==> src/rtl/muldiv_unit.sv <==
// Iterative multiply/divide unit owning the HI/LO registers.
// Shift-add multiply and restoring divide, BITS_PER_CYCLE result bits per iteration.
module muldiv_unit #(
  parameter int WIDTH          = 32,
  parameter int BITS_PER_CYCLE = 1
) (
  input  logic             clock,
  input  logic             reset,
  input  logic             start,
  input  logic [1:0]       op,
  input  logic [WIDTH-1:0] src_a,
  input  logic [WIDTH-1:0] src_b,
  input  logic             flush,
  input  logic             hi_we,
  input  logic             lo_we,
  input  logic [WIDTH-1:0] wdata,
  output logic             busy,
  output logic             done,
  output logic             div_by_zero,
  output logic [WIDTH-1:0] hi,
  output logic [WIDTH-1:0] lo
);

  localparam int B     = BITS_PER_CYCLE;
  localparam int ITER  = WIDTH / BITS_PER_CYCLE;
  localparam int CNT_W = (ITER > 1) ? $clog2(ITER) : 1;

  localparam logic [1:0] S_IDLE = 2'd0;
  localparam logic [1:0] S_CALC = 2'd1;
  localparam logic [1:0] S_FIX  = 2'd2;

  logic [1:0]         state;
  logic [CNT_W-1:0]   count;
  logic [1:0]         op_q;
  logic               neg_res_q;
  logic               neg_rem_q;
  logic               dbz_q;
  logic [WIDTH-1:0]   a_raw_q;
  logic [WIDTH-1:0]   opnd_q;
  logic [2*WIDTH-1:0] acc_q;

  logic               accept;
  logic               sgn_a;
  logic               sgn_b;
  logic [WIDTH-1:0]   a_mag;
  logic [WIDTH-1:0]   b_mag;
  logic [2*WIDTH-1:0] prod;
  logic [WIDTH-1:0]   quo;
  logic [WIDTH-1:0]   rem;
  logic [WIDTH-1:0]   fix_hi;
  logic [WIDTH-1:0]   fix_lo;

  // Accumulator is {partial product, remaining multiplier bits}; low B bits are consumed per step.
  function automatic logic [2*WIDTH-1:0] mul_step(input logic [2*WIDTH-1:0] x,
                                                   input logic [WIDTH-1:0]   m);
    logic [WIDTH+B-1:0] part;
    logic [WIDTH+B-1:0] sum;
    part = '0;
    for (int i = 0; i < B; i++) begin
      if (x[i]) part = part + ({{B{1'b0}}, m} << i);
    end
    sum = {{B{1'b0}}, x[2*WIDTH-1:WIDTH]} + part;
    return {sum, x[WIDTH-1:B]};
  endfunction

  // Accumulator is {remainder, dividend/quotient}; quotient bits shift in from the right.
  function automatic logic [2*WIDTH-1:0] div_step(input logic [2*WIDTH-1:0] x,
                                                   input logic [WIDTH-1:0]   d);
    logic [WIDTH-1:0] r;
    logic [WIDTH-1:0] q;
    logic [WIDTH:0]   ext;
    logic [WIDTH:0]   diff;
    r = x[2*WIDTH-1:WIDTH];
    q = x[WIDTH-1:0];
    for (int i = 0; i < B; i++) begin
      ext  = {r, q[WIDTH-1]};
      q    = {q[WIDTH-2:0], 1'b0};
      diff = ext - {1'b0, d};
      if (!diff[WIDTH]) begin
        r    = diff[WIDTH-1:0];
        q[0] = 1'b1;
      end else begin
        r = ext[WIDTH-1:0];
      end
    end
    return {r, q};
  endfunction

  assign busy   = (state != S_IDLE);
  assign accept = (state == S_IDLE) && start && !flush;
  assign sgn_a  = !op[0] && src_a[WIDTH-1];
  assign sgn_b  = !op[0] && src_b[WIDTH-1];
  assign a_mag  = sgn_a ? -src_a : src_a;
  assign b_mag  = sgn_b ? -src_b : src_b;

  always_comb begin
    prod   = neg_res_q ? -acc_q : acc_q;
    quo    = neg_res_q ? -acc_q[WIDTH-1:0] : acc_q[WIDTH-1:0];
    rem    = neg_rem_q ? -acc_q[2*WIDTH-1:WIDTH] : acc_q[2*WIDTH-1:WIDTH];
    fix_hi = prod[2*WIDTH-1:WIDTH];
    fix_lo = prod[WIDTH-1:0];
    if (op_q[1]) begin
      if (dbz_q) begin
        fix_hi = a_raw_q;
        fix_lo = '1;
      end else begin
        fix_hi = rem;
        fix_lo = quo;
      end
    end
  end

  // Control and architectural HI/LO
  always_ff @(posedge clock) begin
    if (reset) begin
      state       <= S_IDLE;
      count       <= '0;
      hi          <= '0;
      lo          <= '0;
      done        <= 1'b0;
      div_by_zero <= 1'b0;
    end else begin
      done        <= 1'b0;
      div_by_zero <= 1'b0;
      case (state)
        S_IDLE: begin
          if (hi_we) hi <= wdata;
          if (lo_we) lo <= wdata;
          if (accept) begin
            state <= S_CALC;
            count <= CNT_W'(ITER - 1);
          end
        end
        S_CALC: begin
          if (flush)              state <= S_IDLE;
          else if (count == '0)   state <= S_FIX;
          else                    count <= count - CNT_W'(1);
        end
        S_FIX: begin
          state <= S_IDLE;
          if (!flush) begin
            hi          <= fix_hi;
            lo          <= fix_lo;
            done        <= 1'b1;
            div_by_zero <= dbz_q;
          end
        end
        default: state <= S_IDLE;
      endcase
    end
  end

  // Operand latch and iteration datapath
  always_ff @(posedge clock) begin
    if (accept) begin
      op_q      <= op;
      neg_res_q <= sgn_a ^ sgn_b;
      neg_rem_q <= sgn_a;
      dbz_q     <= op[1] && (src_b == '0);
      a_raw_q   <= src_a;
      opnd_q    <= op[1] ? b_mag : a_mag;
      acc_q     <= {{WIDTH{1'b0}}, (op[1] ? a_mag : b_mag)};
    end else if (state == S_CALC) begin
      acc_q <= op_q[1] ? div_step(acc_q, opnd_q) : mul_step(acc_q, opnd_q);
    end
  end

endmodule

==> config.mk <==
export PLATFORM = sky130hd
export DESIGN_NAME = muldiv_unit
export DESIGN_NICKNAME = d
export VERILOG_FILES = /design/src/rtl/muldiv_unit.sv
export SDC_FILE = /design/constraint.sdc
export NUM_CORES = 1
export LEC_CHECK = 0
export CAP_MARGIN = 0
export CORE_UTILIZATION = 30
export DETAILED_ROUTE_END_ITERATION = 8
export GPL_TIMING_DRIVEN = 0
export PLACE_DENSITY_LB_ADDON = 0.2
export SLEW_MARGIN = 20
export SYNTH_ARGS = -nofsm -noshare
export SYNTH_HDL_FRONTEND = slang
export SYNTH_SLANG_ARGS = --single-unit
==> constraint.sdc <==
create_clock -name clock -period 3.8 [get_ports clock]
set_input_delay 0.76 -clock clock [delete_from_list [all_inputs] [get_ports clock]]
set_output_delay 0.76 -clock clock [all_outputs]
set_load 0.05 [all_outputs]
==> Flow_metrics.wiki, run 1 <==
{| class="wikitable"
! Metric !! Value
|-
| Status || finished with violations
|-
| Failing checks || design-rule violations
|-
| Number of global-route vias before repair || 15499
|-
| Area added between synthesis and finish || 23.6%
|-
| M1 WL || 33000 um
|-
| Hold violation count in the final report || 0
|-
| Max-capacitance violation count || 0
|-
| Buffers added on ports || 169
|-
| Switching fraction of total power || 38.7%
|-
| Pin count of the biggest net entering global routing || 63
|-
| Fin cells || 2873
|-
| TritonCTS buffer count || 24
|-
| DP Cell Count || 2810
|-
| Final period utilization || 96.6%
|-
| Die boundary height || 233 um
|-
| CTS H-Tree Depth || 1
|-
| All-Layer GR Usage || 26.6%
|-
| Main flop type after synthesis || dfxtp_1
|-
| Overall die area || 0.0545 mm^2
|-
| Beginning of the worst register-to-register path || acc_q[31]$_DFFE_PP_
|-
| Detailed route wirelength on metal3 || 4720 um
|-
| Floorplan row count || 84
|-
| Placeable Area || 0.0528 mm^2
|-
| Part of the Yosys area used for sequential elements || 31.8%
|-
| Hold/Removal Path Class || reg2reg
|-
| DR WL/cell || 25.9 um
|-
| Worst hold start || lo[24]$_SDFFE_PP0P_
|-
| X dimension of the die || 233 um
|-
| Net Sw Power || 3.30 mW
|-
| Summed negative setup slack over all endpoints || 0 ps
|-
| Sum of internal, switching and leakage power || 8.53 mW
|-
| Area occupied by multi-input gates || 0.0104 mm^2
|-
| Post-synth ARST share || 0%
|-
| Clk sink count || 205
|-
| Final Wtd Congestion || 0.986
|-
| Count of flip-flops with a built-in enable after synthesis || 100
|-
| Detailed-route wire length || 74300 um
|-
| Number of warnings issued by yosys || 0
|-
| Sink of the worst hold path || lo[24]$_SDFFE_PP0P_
|-
| Total congestion overflow || 0
|-
| Fraction of layout instances using a drive strength above 1 || 6.50%
|-
| Critical Path Fanout Max || 5
|-
| Min-Delay Path Depth || 2
|-
| Deepest clock path buffer count || 3
|-
| Syn Inst Count || 1951
|-
| Uppermost routed layer || met4
|-
| Count of unresolved DRC violations after routing || 4
|-
| Syn nets || 2127
|-
| Buffer cell driving the clock tree root || clkbuf_16
|-
| Number of DRC violations after detailed-routing iteration 0 || 1612
|-
| Via total after detailed routing || 16586
|-
| Fill cell total of the finished layout || 5500
|-
| Time the final worst path needs with I/O delays and setup || 3670 ps
|-
| Clock group share of total power || 28.9%
|-
| Logic gate share of total power || 37.5%
|-
| Cell area after technology mapping || 0.0161 mm^2
|-
| Leak pwr || 7.38 nW
|-
| Residual antenna-violating net count after detailed routing || 0
|-
| Clock tree from TritonCTS || yes
|-
| Count of TritonRoute iterations in the first routing pass || 7
|-
| Actual slew at the worst max-slew pin || 1090 ps
|-
| Worst-path cell chain || inv_1 -> ha_1 -> fa_2 -> nand2b_1 -> a21oi_2 -> o211ai_1 -> o21ai_2 -> nand2_2 -> o311a_1 -> nor3_4 -> buf_6 -> mux2_2 -> a21oi_1 -> a21oi_1
|-
| Cts-stage hold buffer count || 0
|-
| Capturing element type of the critical path || register
|-
| Starting density of the core || 30.4%
|-
| Initial antenna violation count || 0
|-
| Number of I/O pins || 171
|-
| Clock latency on the worst-skew pair || 560 ps
|-
| Remaining max-slew budget at the tightest pin || 27.0%
|-
| Avg Vias per Cell || 5.77
|-
| Post-synthesis sequential element count || 205
|-
| Logic depth of the worst register-to-register path || 14
|-
| Wire length of the first global-routing pass || 106000 um
|-
| Startpoint Class || register
|-
| Average instance area after synthesis || 8.23 um^2
|-
| Library cell appearing most often on the critical path || a21oi_1
|-
| Net count reported at finish || 2343
|-
| Worst flop-to-flop path endpoint || acc_q[38]$_SDFFE_PP0P_
|-
| Cell with the biggest individual delay on the critical path || edfxtp_1
|-
| Post-synthesis cell type count || 78
|-
| Final Setup Violations || 0
|-
| Count of final max-slew check failures || 0
|-
| Worst reg2reg setup slack || 130 ps
|-
| Routed wl met2 || 33900 um
|-
| Required time of the critical path || 4190 ps
|-
| Half-perimeter wire length after detailed placement || 60000 um
|-
| Final Skew || 26.5 ps
|-
| Register share of total power || 33.6%
|-
| Maximum resistive drop on vdd || 0.269 mV
|-
| Antenna cells || 0
|-
| Max Fclk || 272 MHz
|-
| Crit Path Category || reg2reg
|-
| Clock-pin slew on the worst setup and hold paths || 70 ps
|-
| FF+latch area || 0.00511 mm^2
|-
| Critical path arrival || 4060 ps
|-
| Internal Pwr Total || 5.22 mW
|-
| Total power per unit cell area || 430 mW/mm^2
|-
| Slowest stage delay, CP || 410 ps
|}
==> routing by layer <==
metal  GRT usage (%)  vias to the layer above
met5               0                        -
li1                -                     7617
met4            8.44                        0
met1            37.0                     8158
met3            2.49                      106
met2            43.0                      705
==> power by group through the flow <==
stage | Sequential [mW] | Combinational (mW) | Clock [mW]
detailed placement | 2.90 | 3.03 | 0
CTS | 2.85 | 3.12 | 2.49
floorplan | 2.93 | 1.87 | 0
finish | 2.86 | 3.20 | 2.47
global route | 2.88 | 3.42 | 2.58
global placement | 2.90 | 3.00 | 0
==> critical path: cells and delay by family (launching register included) <==
kind            cells  cell delay (ps)
compound gates      6             1320
fa+ha+maj           2              580
buf+inv             2              260
flops               1              410
mux                 1              350
simple gates        3              600
==> sequential cells by signal, indices dropped and copies added, names as in the netlist <==
signal / flops
opnd_q: 32
neg_rem_q: 1
op_q: 1
acc_q: 64
dbz_q: 1
a_raw_q: 32
lo: 32
count: 5
done: 1
neg_res_q: 1
state: 2
div_by_zero: 1
hi: 32
==> layout by cell type, fill, tap and decap left out, drive strengths merged, types with 12 or more instances in the layout <==
master,instances
nand2,175
nand2b,27
nor3,42
edfxtp,100
mux2,12
a31oi,22
ha,70
a211oi,30
nand3,24
xor2,45
inv,72
xnor2,119
nor4,13
and2,14
o21ai,149
dfxtp,105
nor2b,14
o221ai,39
clkdlybuf4s50,169
clkbuf,122
or3,17
nor2,161
a21o,39
a21oi,247
buf,38
o31ai,26
o211ai,23
mux2i,105
==> how the worst max path moves through the flow <==
stage,start,end,slack [ps]
final,acc_q[31]$_DFFE_PP_,acc_q[38]$_SDFFE_PP0P_,130
after global routing,acc_q[0]$_DFFE_PP_,acc_q[63]$_SDFFE_PP0P_,-8
after floorplan,acc_q[0]$_DFFE_PP_,acc_q[61]$_SDFFE_PP0P_,210
after global placement,flush,acc_q[3]$_DFFE_PP_,-1120
after CTS,acc_q[0]$_DFFE_PP_,acc_q[63]$_SDFFE_PP0P_,-10
after detailed placement,acc_q[0]$_DFFE_PP_,acc_q[63]$_SDFFE_PP0P_,-890
==> logic make-up after synthesis <==
| logic type | synth area share, % |
|---|---|
| flip-flops | 31.8 |
| multiplexers | 7.38 |
| AO/OA/AOI/OAI | 25.4 |
| AND/OR/NAND/NOR | 16.3 |
| XOR/XNOR | 8.94 |
| adder cells (fa/ha/maj) | 5.70 |
| buffers and inverters | 4.45 |
==> timing repair <==
item / in CTS / in global routing
gates resized for setup: 30 / 28
buffers inserted: 8 / 10
gates cloned: 1 / 0
setup endpoints to repair: 51 / 51
pin swaps: 2 / 12
==> Yosys cell counts, drive strengths merged, types with 42 or more instances <==
cell type	instances	area, um^2
nor3	42	210
nand2	175	657
xnor2	119	1040
dfxtp	105	2100
xor2	45	394
mux2i	105	1050
ha	70	876
o21ai	149	746
a21oi	247	1240
edfxtp	100	3000
clkbuf	97	364
inv	71	267
nor2	161	607
==> stage by stage <==
stage                     setup WS, ps  hold slack [ps]  utilization, %  cell area [um^2]
final                              130              454            37.6             19800
after global routing             -8.12              475            37.6             19800
after CTS                        -14.7              452            37.3             19700
after detailed placement          -886              443            35.4             18700
after global placement           -1120              441            35.3             18600
after floorplan                    212              468               -             16100
==> layout make-up <==
class	count	share of cell area, %
buffer	113	2.47
clock buffer	26	3.06
clock inverter	18	1.09
inverter	71	1.34
multi-input combinational	1562	52.3
sequential	205	25.7
tap	688	4.34
timing repair buffer	190	9.61
(Power assumes the default switching activity.)
==> inputs of run 2 (changes only) <==
--- a/config.mk
+++ b/config.mk
@@ -6,6 +6,7 @@
 export NUM_CORES = 1
 export LEC_CHECK = 0
 export CAP_MARGIN = 0
+export CORE_ASPECT_RATIO = 0.75
 export CORE_UTILIZATION = 30
 export DETAILED_ROUTE_END_ITERATION = 8
 export GPL_TIMING_DRIVEN = 0
==> run 2 against run 1 <==
Effect of this change:
- the flow now finishes without violations
- sequential share of layout area did not move
- cell area did not move
- setup slack got worse by 40 ps
- non-clock buffer count rose by 8
- total power fell by 2.1%
- register-to-register slack got worse by 40 ps
- critical path type unchanged
==> Flow_metrics.wiki, run 2 (synthesis gave the netlist of run 1 again) <==
{| class="wikitable"
! Metric !! Value
|-
| Met1 Usage GRT || 43.2%
|-
| Fraction of layout instances using a drive strength above 1 || 6.44%
|-
| Worst reg2reg setup slack || 90 ps
|-
| Capturing element type of the critical path || register
|-
| Slowest stage delay, CP || 770 ps
|-
| Avg Vias per Cell || 5.77
|-
| Buffers added on ports || 169
|-
| Max FFs per register || 64
|-
| Worst Setup SP || state[0]$_SDFFE_PP0P_
|-
| Total power per unit cell area || 420 mW/mm^2
|-
| CTS H-Tree Depth || 1
|-
| Wire length of the first global-routing pass || 108000 um
|-
| Critical Path Fanout Max || 10
|-
| Beginning of the worst register-to-register path || state[0]$_SDFFE_PP0P_
|-
| Remaining max-slew budget at the tightest pin || 25.4%
|-
| Hold violation count in the final report || 0
|-
| Clk sink count || 205
|-
| Logic depth of the worst register-to-register path || 8
|-
| Count of final max-slew check failures || 0
|-
| TritonCTS buffer count || 23
|-
| Detailed-route wire length || 75300 um
|-
| GRT busiest layer || met1
|-
| Final Setup Violations || 0
|-
| Status || complete, no violations
|-
| Met3 track demand over resource || 4.12%
|-
| Worst flop-to-flop path endpoint || acc_q[8]$_DFFE_PP_
|-
| Count of TritonRoute iterations in the first routing pass || 6
|-
| Via total after detailed routing || 16740
|-
| Floorplan row count || 73
|-
| Leak pwr || 7.38 nW
|-
| Die boundary height || 202 um
|-
| Starting density of the core || 30.3%
|-
| Number of DRC violations after detailed-routing iteration 0 || 2269
|-
| All-Layer GR Usage || 26.8%
|-
| Buffer cell driving the clock tree root || clkbuf_16
|-
| Kind of cell adding the most delay to the critical path || buffers and inverters
|-
| Final Wtd Congestion || 0.983
|-
| Cell with the biggest individual delay on the critical path || clkbuf_1
|-
| Number of I/O pins || 171
|-
| Fill cell total of the finished layout || 5503
|-
| Deepest clock path buffer count || 3
|-
| Half-perimeter wire length after detailed placement || 61300 um
|-
| FF+latch area || 0.00511 mm^2
|-
| Area occupied by multi-input gates || 0.0104 mm^2
|-
| Clock latency on the worst-skew pair || 560 ps
|-
| Met2 usage in global routing || 36.7%
|-
| Actual slew at the worst max-slew pin || 1110 ps
|-
| Final Skew || 16.0 ps
|-
| Antenna cells || 0
|-
| Required time of the critical path || 4190 ps
|-
| Total congestion overflow || 0
|-
| Startpoint Class || register
|-
| Tightest hold margin || 456 ps
|-
| Time the final worst path needs with I/O delays and setup || 3710 ps
|-
| Count of unresolved DRC violations after routing || 0
|-
| Max Fclk || 270 MHz
|-
| Clock tree from TritonCTS || yes
|-
| Top library cells by usage in the layout, fill and taps aside || a21oi_1 (245), nand2_1 (175), clkdlybuf4s50_1 (169)
|-
| Initial antenna violation count || 3
|-
| Hold/Removal Path Class || reg2reg
|-
| Pin count of the biggest net entering global routing || 60
|-
| Final period utilization || 97.6%
|-
| Maximum resistive drop on vdd || 0.270 mV
|-
| Critical path arrival || 4100 ps
|-
| Number of global-route vias before repair || 15498
|-
| Worst hold start || lo[7]$_SDFFE_PP0P_
|-
| Leading cell type in the layout, fill and taps excluded || a21oi_1
|-
| Residual antenna-violating net count after detailed routing || 0
|-
| Register with the most flip-flops || acc_q
|-
| DR WL/cell || 26.0 um
|-
| Crit Path Category || reg2reg
|-
| Max-capacitance violation count || 0
|-
| Summed negative setup slack over all endpoints || 0 ps
|-
| Placeable Area || 0.0530 mm^2
|-
| Clock-pin slew on the worst setup and hold paths || 60 ps
|-
| Area added between synthesis and finish || 23.6%
|-
| Worst path buffer plus inverter count || 4
|-
| Overall die area || 0.0545 mm^2
|-
| Min-Delay Path Depth || 2
|-
| Cts-stage hold buffer count || 0
|-
| X dimension of the die || 269 um
|-
| Library cell appearing most often on the critical path || clkbuf_1
|-
| Net count reported at finish || 2350
|-
| Worst-path cell chain || clkbuf_1 -> or2_2 -> or3b_2 -> clkbuf_1 -> inv_1 -> clkbuf_1 -> nand3_1 -> o21ai_0
|-
| RSZ-0062 raised after global routing || yes
|-
| Sink of the worst hold path || lo[7]$_SDFFE_PP0P_
|}
## run 2: cell types whose count changed in the layout (fill, tap and decap cells not counted), moves of 2 or more
cell and change:
a21oi_1 +2, a21oi_2 -3, buf_12 -2, buf_4 +9, bufinv_16 -2, clkbuf_1 +5, clkinv_2 -2, clkinvlp_2 -4
o21ai_0 +2, or2_4 +2
## run 2: metal layers
metal  vias up  part of all wire, %
met3        74                  9.8
met4         0                  1.8
met1      8164                   50
met2       861                   39
li1       7641                    -
met5         -                    0
## run 2: report_power, final
| group | internal, mW | switching, mW |
|---|---|---|
| clock | 1.28 | 0.978 |
| sequential | 2.55 | 0.317 |
| combinational | 1.25 | 1.98 |
| total | 5.07 | 3.27 |
## run 2: metrics by stage
step                std cells  cell area (um^2)  utilization [%]  power [mW]  worst slack (ps)
floorplan                1951             16100                -        4.81               212
global placement         2832             18700             35.2        5.90             -1180
detailed placement       2834             18700             35.3        5.92             -1140
CTS                      2878             19500             36.9        8.20              3.99
global route             2900             19800             37.5        8.72             -27.2
finish                   2900             19800             37.5        8.34              89.6
## run 2: cell type report
class | count | share of cell area (%)
multi-input combinational | 1562 | 52.5
sequential | 205 | 25.7
timing repair buffer | 199 | 9.82
tap | 712 | 4.49
clock buffer | 30 | 3.08
buffer | 112 | 2.44
inverter | 71 | 1.34
clock inverter | 9 | 0.580
## run 2: worst max-delay path by stage
stage	cells past startpoint	end
global route	13	hi[6]$_SDFFE_PP0P_
global placement	14	acc_q[61]$_SDFFE_PP0P_
finish	8	acc_q[8]$_DFFE_PP_
floorplan	14	acc_q[61]$_SDFFE_PP0P_
detailed placement	14	acc_q[61]$_SDFFE_PP0P_
CTS	14	acc_q[61]$_SDFFE_PP0P_
## run 2: timing repair
item / CTS / global route
setup buffers: 6 / 21
resized for setup: 19 / 38
pin swaps: 3 / 14
gates cloned: 0 / 1
endpoints found under the setup margin: 50 / 52
## run 2: worst register-to-register path, cell delays in order, from the launching register on
cell	delay (ps)
dfxtp_1	300
clkbuf_1	190
or2_2	330
or3b_2	460
clkbuf_1	410
inv_1	490
clkbuf_1	770
nand3_1	430
o21ai_0	180
==> inputs of run 3 (changes only) <==
--- a/config.mk
+++ b/config.mk
@@ -11,7 +11,7 @@
 export DETAILED_ROUTE_END_ITERATION = 8
 export GPL_TIMING_DRIVEN = 0
 export PLACE_DENSITY_LB_ADDON = 0.2
-export SLEW_MARGIN = 20
+export SLEW_MARGIN = 0
 export SYNTH_ARGS = -nofsm -noshare
 export SYNTH_HDL_FRONTEND = slang
 export SYNTH_SLANG_ARGS = --single-unit
==> run 3 against run 2 <==
Effect of this change:
- clock-buffer cell count is 3 lower
- setup slack gained 39 ps
- combinational power down 2%
- total power down 1.7%
- worst hold slack improved by 1.0 ps
- cell area down 0.84%
- via count down 1.4%
- die area unchanged
- first-iteration DRC count is 7.0% lower
- sequential cell count stayed put
- register-to-register slack better by 40 ps
- clock skew fell by 2.4 ps
- critical path type unchanged
==> Flow_metrics.wiki, run 3 (synthesis gave the netlist of run 1 again) <==
{| class="wikitable"
! Metric !! Value
|-
| Number of I/O pins || 171
|-
| Wire length of the first global-routing pass || 106000 um
|-
| Crit Path Category || reg2reg
|-
| Fill cell total of the finished layout || 5510
|-
| Number of DRC violations after detailed-routing iteration 0 || 2110
|-
| Leak pwr || 7.33 nW
|-
| Final Wtd Congestion || 0.983
|-
| Count of final max-slew check failures || 0
|-
| Fraction of layout instances using a drive strength above 1 || 6.20%
|-
| Avg Vias per Cell || 5.71
|-
| Library cell appearing most often on the critical path || nor2_1
|-
| Via total after detailed routing || 16501
|-
| Utilization after layout || 37.1%
|-
| Required time of the critical path || 4200 ps
|-
| Slowest stage delay, CP || 500 ps
|-
| Placeable Area || 0.0530 mm^2
|-
| TritonCTS buffer count || 22
|-
| Critical path arrival || 4070 ps
|-
| Overall die area || 0.0545 mm^2
|-
| Total power per unit cell area || 417 mW/mm^2
|-
| Clk sink count || 205
|-
| X dimension of the die || 269 um
|-
| Worst-path cell chain || inv_2 -> buf_4 -> buf_4 -> nor2_1 -> ha_1 -> a211oi_1 -> nor2_1 -> o311a_1 -> o21ai_0 -> o21a_1 -> nor2_1 -> nor2_1 -> o21bai_1 -> xnor2_1 -> o221ai_1
|-
| Register with the most flip-flops || acc_q
|-
| Kind of cell adding the most delay to the critical path || compound AO/OA/AOI/OAI gates
|-
| Pin count of the biggest net entering global routing || 78
|-
| Deepest clock path buffer count || 3
|-
| Count of TritonRoute iterations in the first routing pass || 6
|-
| CTS H-Tree Depth || 1
|-
| Final critical-path setup slack || 128 ps
|-
| Clock latency on the worst-skew pair || 540 ps
|-
| Status || complete, no violations
|-
| Fin cells || 2890
|-
| Capturing element type of the critical path || register
|-
| Time the final worst path needs with I/O delays and setup || 3670 ps
|-
| Final Skew || 13.6 ps
|-
| Worst path buffer plus inverter count || 3
|-
| Initial antenna violation count || 3
|-
| Top library cells by usage in the layout, fill and taps aside || a21oi_1 (245), nand2_1 (175), clkdlybuf4s50_1 (169)
|-
| Clock tree from TritonCTS || yes
|-
| Clock-pin slew on the worst setup and hold paths || 70 ps
|-
| Residual antenna-violating net count after detailed routing || 0
|-
| Actual slew at the worst max-slew pin || 1120 ps
|-
| Max-capacitance violation count || 0
|-
| Total congestion overflow || 0
|-
| Startpoint Class || register
|-
| Leading cell type in the layout, fill and taps excluded || a21oi_1
|-
| Post-placement setup slack || -1120 ps
|-
| Maximum resistive drop on vdd || 0.309 mV
|-
| DP Cell Count || 2832
|-
| Cell with the biggest individual delay on the critical path || o21ai_0
|-
| DR WL/cell || 26.0 um
|-
| Final Setup Violations || 0
|-
| Hold violation count in the final report || 0
|-
| Detailed-route wire length || 75100 um
|-
| RSZ-0062 raised after global routing || yes
|-
| Max FFs per register || 64
|-
| Final period utilization || 96.6%
|-
| Die boundary height || 202 um
|-
| Number of global-route vias before repair || 15442
|-
| All-Layer GR Usage || 26.6%
|-
| Hold/Removal Path Class || reg2reg
|-
| Cts-stage hold buffer count || 0
|-
| Area added between synthesis and finish || 22.5%
|-
| Max Fclk || 272 MHz
|-
| Half-perimeter wire length after detailed placement || 61200 um
|-
| Antenna cells || 0
|-
| Critical Path Fanout Max || 4
|-
| Starting density of the core || 30.3%
|-
| Net count reported at finish || 2339
|-
| Remaining max-slew budget at the tightest pin || 25.7%
|-
| Floorplan row count || 73
|-
| Buffer cell driving the clock tree root || clkbuf_16
|-
| Count of unresolved DRC violations after routing || 0
|-
| Buffers added on ports || 169
|}
## run 3: cell count changes in the layout (fill, tap and decap cells not counted), sizes merged
| cell | change |
|---|---|
| clkinvlp | -1 |
| clkinv | +5 |
| clkbuf | -5 |
| bufinv | -1 |
| buf | -8 |
## run 3: per-stage QoR
stage               instance area (um^2)  power (mW)  setup TNS (ps)  hold slack (ps)
global route                       19700        8.56           -26.0              475
detailed placement                 18600        5.91          -42880              450
CTS                                19500        8.10               0              460
global placement                   18700        5.90         -105720              444
floorplan                          16100        4.81               0              468
finish                             19700        8.20               0              457
## run 3: metal layers
metal / vias up / share of wire, % / GRT usage, %
met5: - / 0.017 / 0
met4: 2 / 2.6 / 6.98
met3: 93 / 12 / 9.56
met2: 841 / 38 / 35.6
met1: 7964 / 47 / 39.2
li1: 7601 / - / -
## run 3: path summary, 6_finish.rpt
check | startpoint | slack, ps | depth (start not counted) | end
min reg2reg | hi[23]$_SDFFE_PP0P_ | 460 | 2 | hi[23]$_SDFFE_PP0P_
max reg2reg | acc_q[0]$_DFFE_PP_ | 130 | 15 | acc_q[56]$_SDFFE_PP0P_
max | acc_q[0]$_DFFE_PP_ | 130 | 15 | acc_q[56]$_SDFFE_PP0P_
min | hi[23]$_SDFFE_PP0P_ | 460 | 2 | hi[23]$_SDFFE_PP0P_
## run 3: worst register-to-register path: stages, from the launching register on
cell and delay [ps]:
edfxtp_1 430, inv_2 110, buf_4 150, buf_4 140
nor2_1 170, ha_1 280, a211oi_1 210, nor2_1 120
o311a_1 410, o21ai_0 500, o21a_1 350, nor2_1 80
nor2_1 170, o21bai_1 110, xnor2_1 190, o221ai_1 130
## run 3: where the power goes
part | switching [mW] | internal [mW]
Clock | 0.976 | 1.18
Combinational | 1.96 | 1.21
Sequential | 0.316 | 2.55
Total | 3.25 | 4.95
## run 3: area by class of cell
| class | count | area, um^2 | share of cell area (%) |
|---|---|---|---|
| clock buffer | 27 | 589 | 2.99 |
| inverter | 71 | 267 | 1.35 |
| clock inverter | 12 | 113 | 0.572 |
| buffer | 113 | 492 | 2.50 |
| timing repair buffer | 188 | 1830 | 9.32 |
| multi-input combinational | 1562 | 10400 | 52.8 |
| tap | 712 | 891 | 4.53 |
| sequential | 205 | 5110 | 26.0 |
## run 3: what timing repair did
action / in CTS / in global routing
endpoints found under the setup margin: 83 / 62
buffers inserted: 6 / 13
pin swaps: 2 / 8
gates resized for setup: 23 / 36
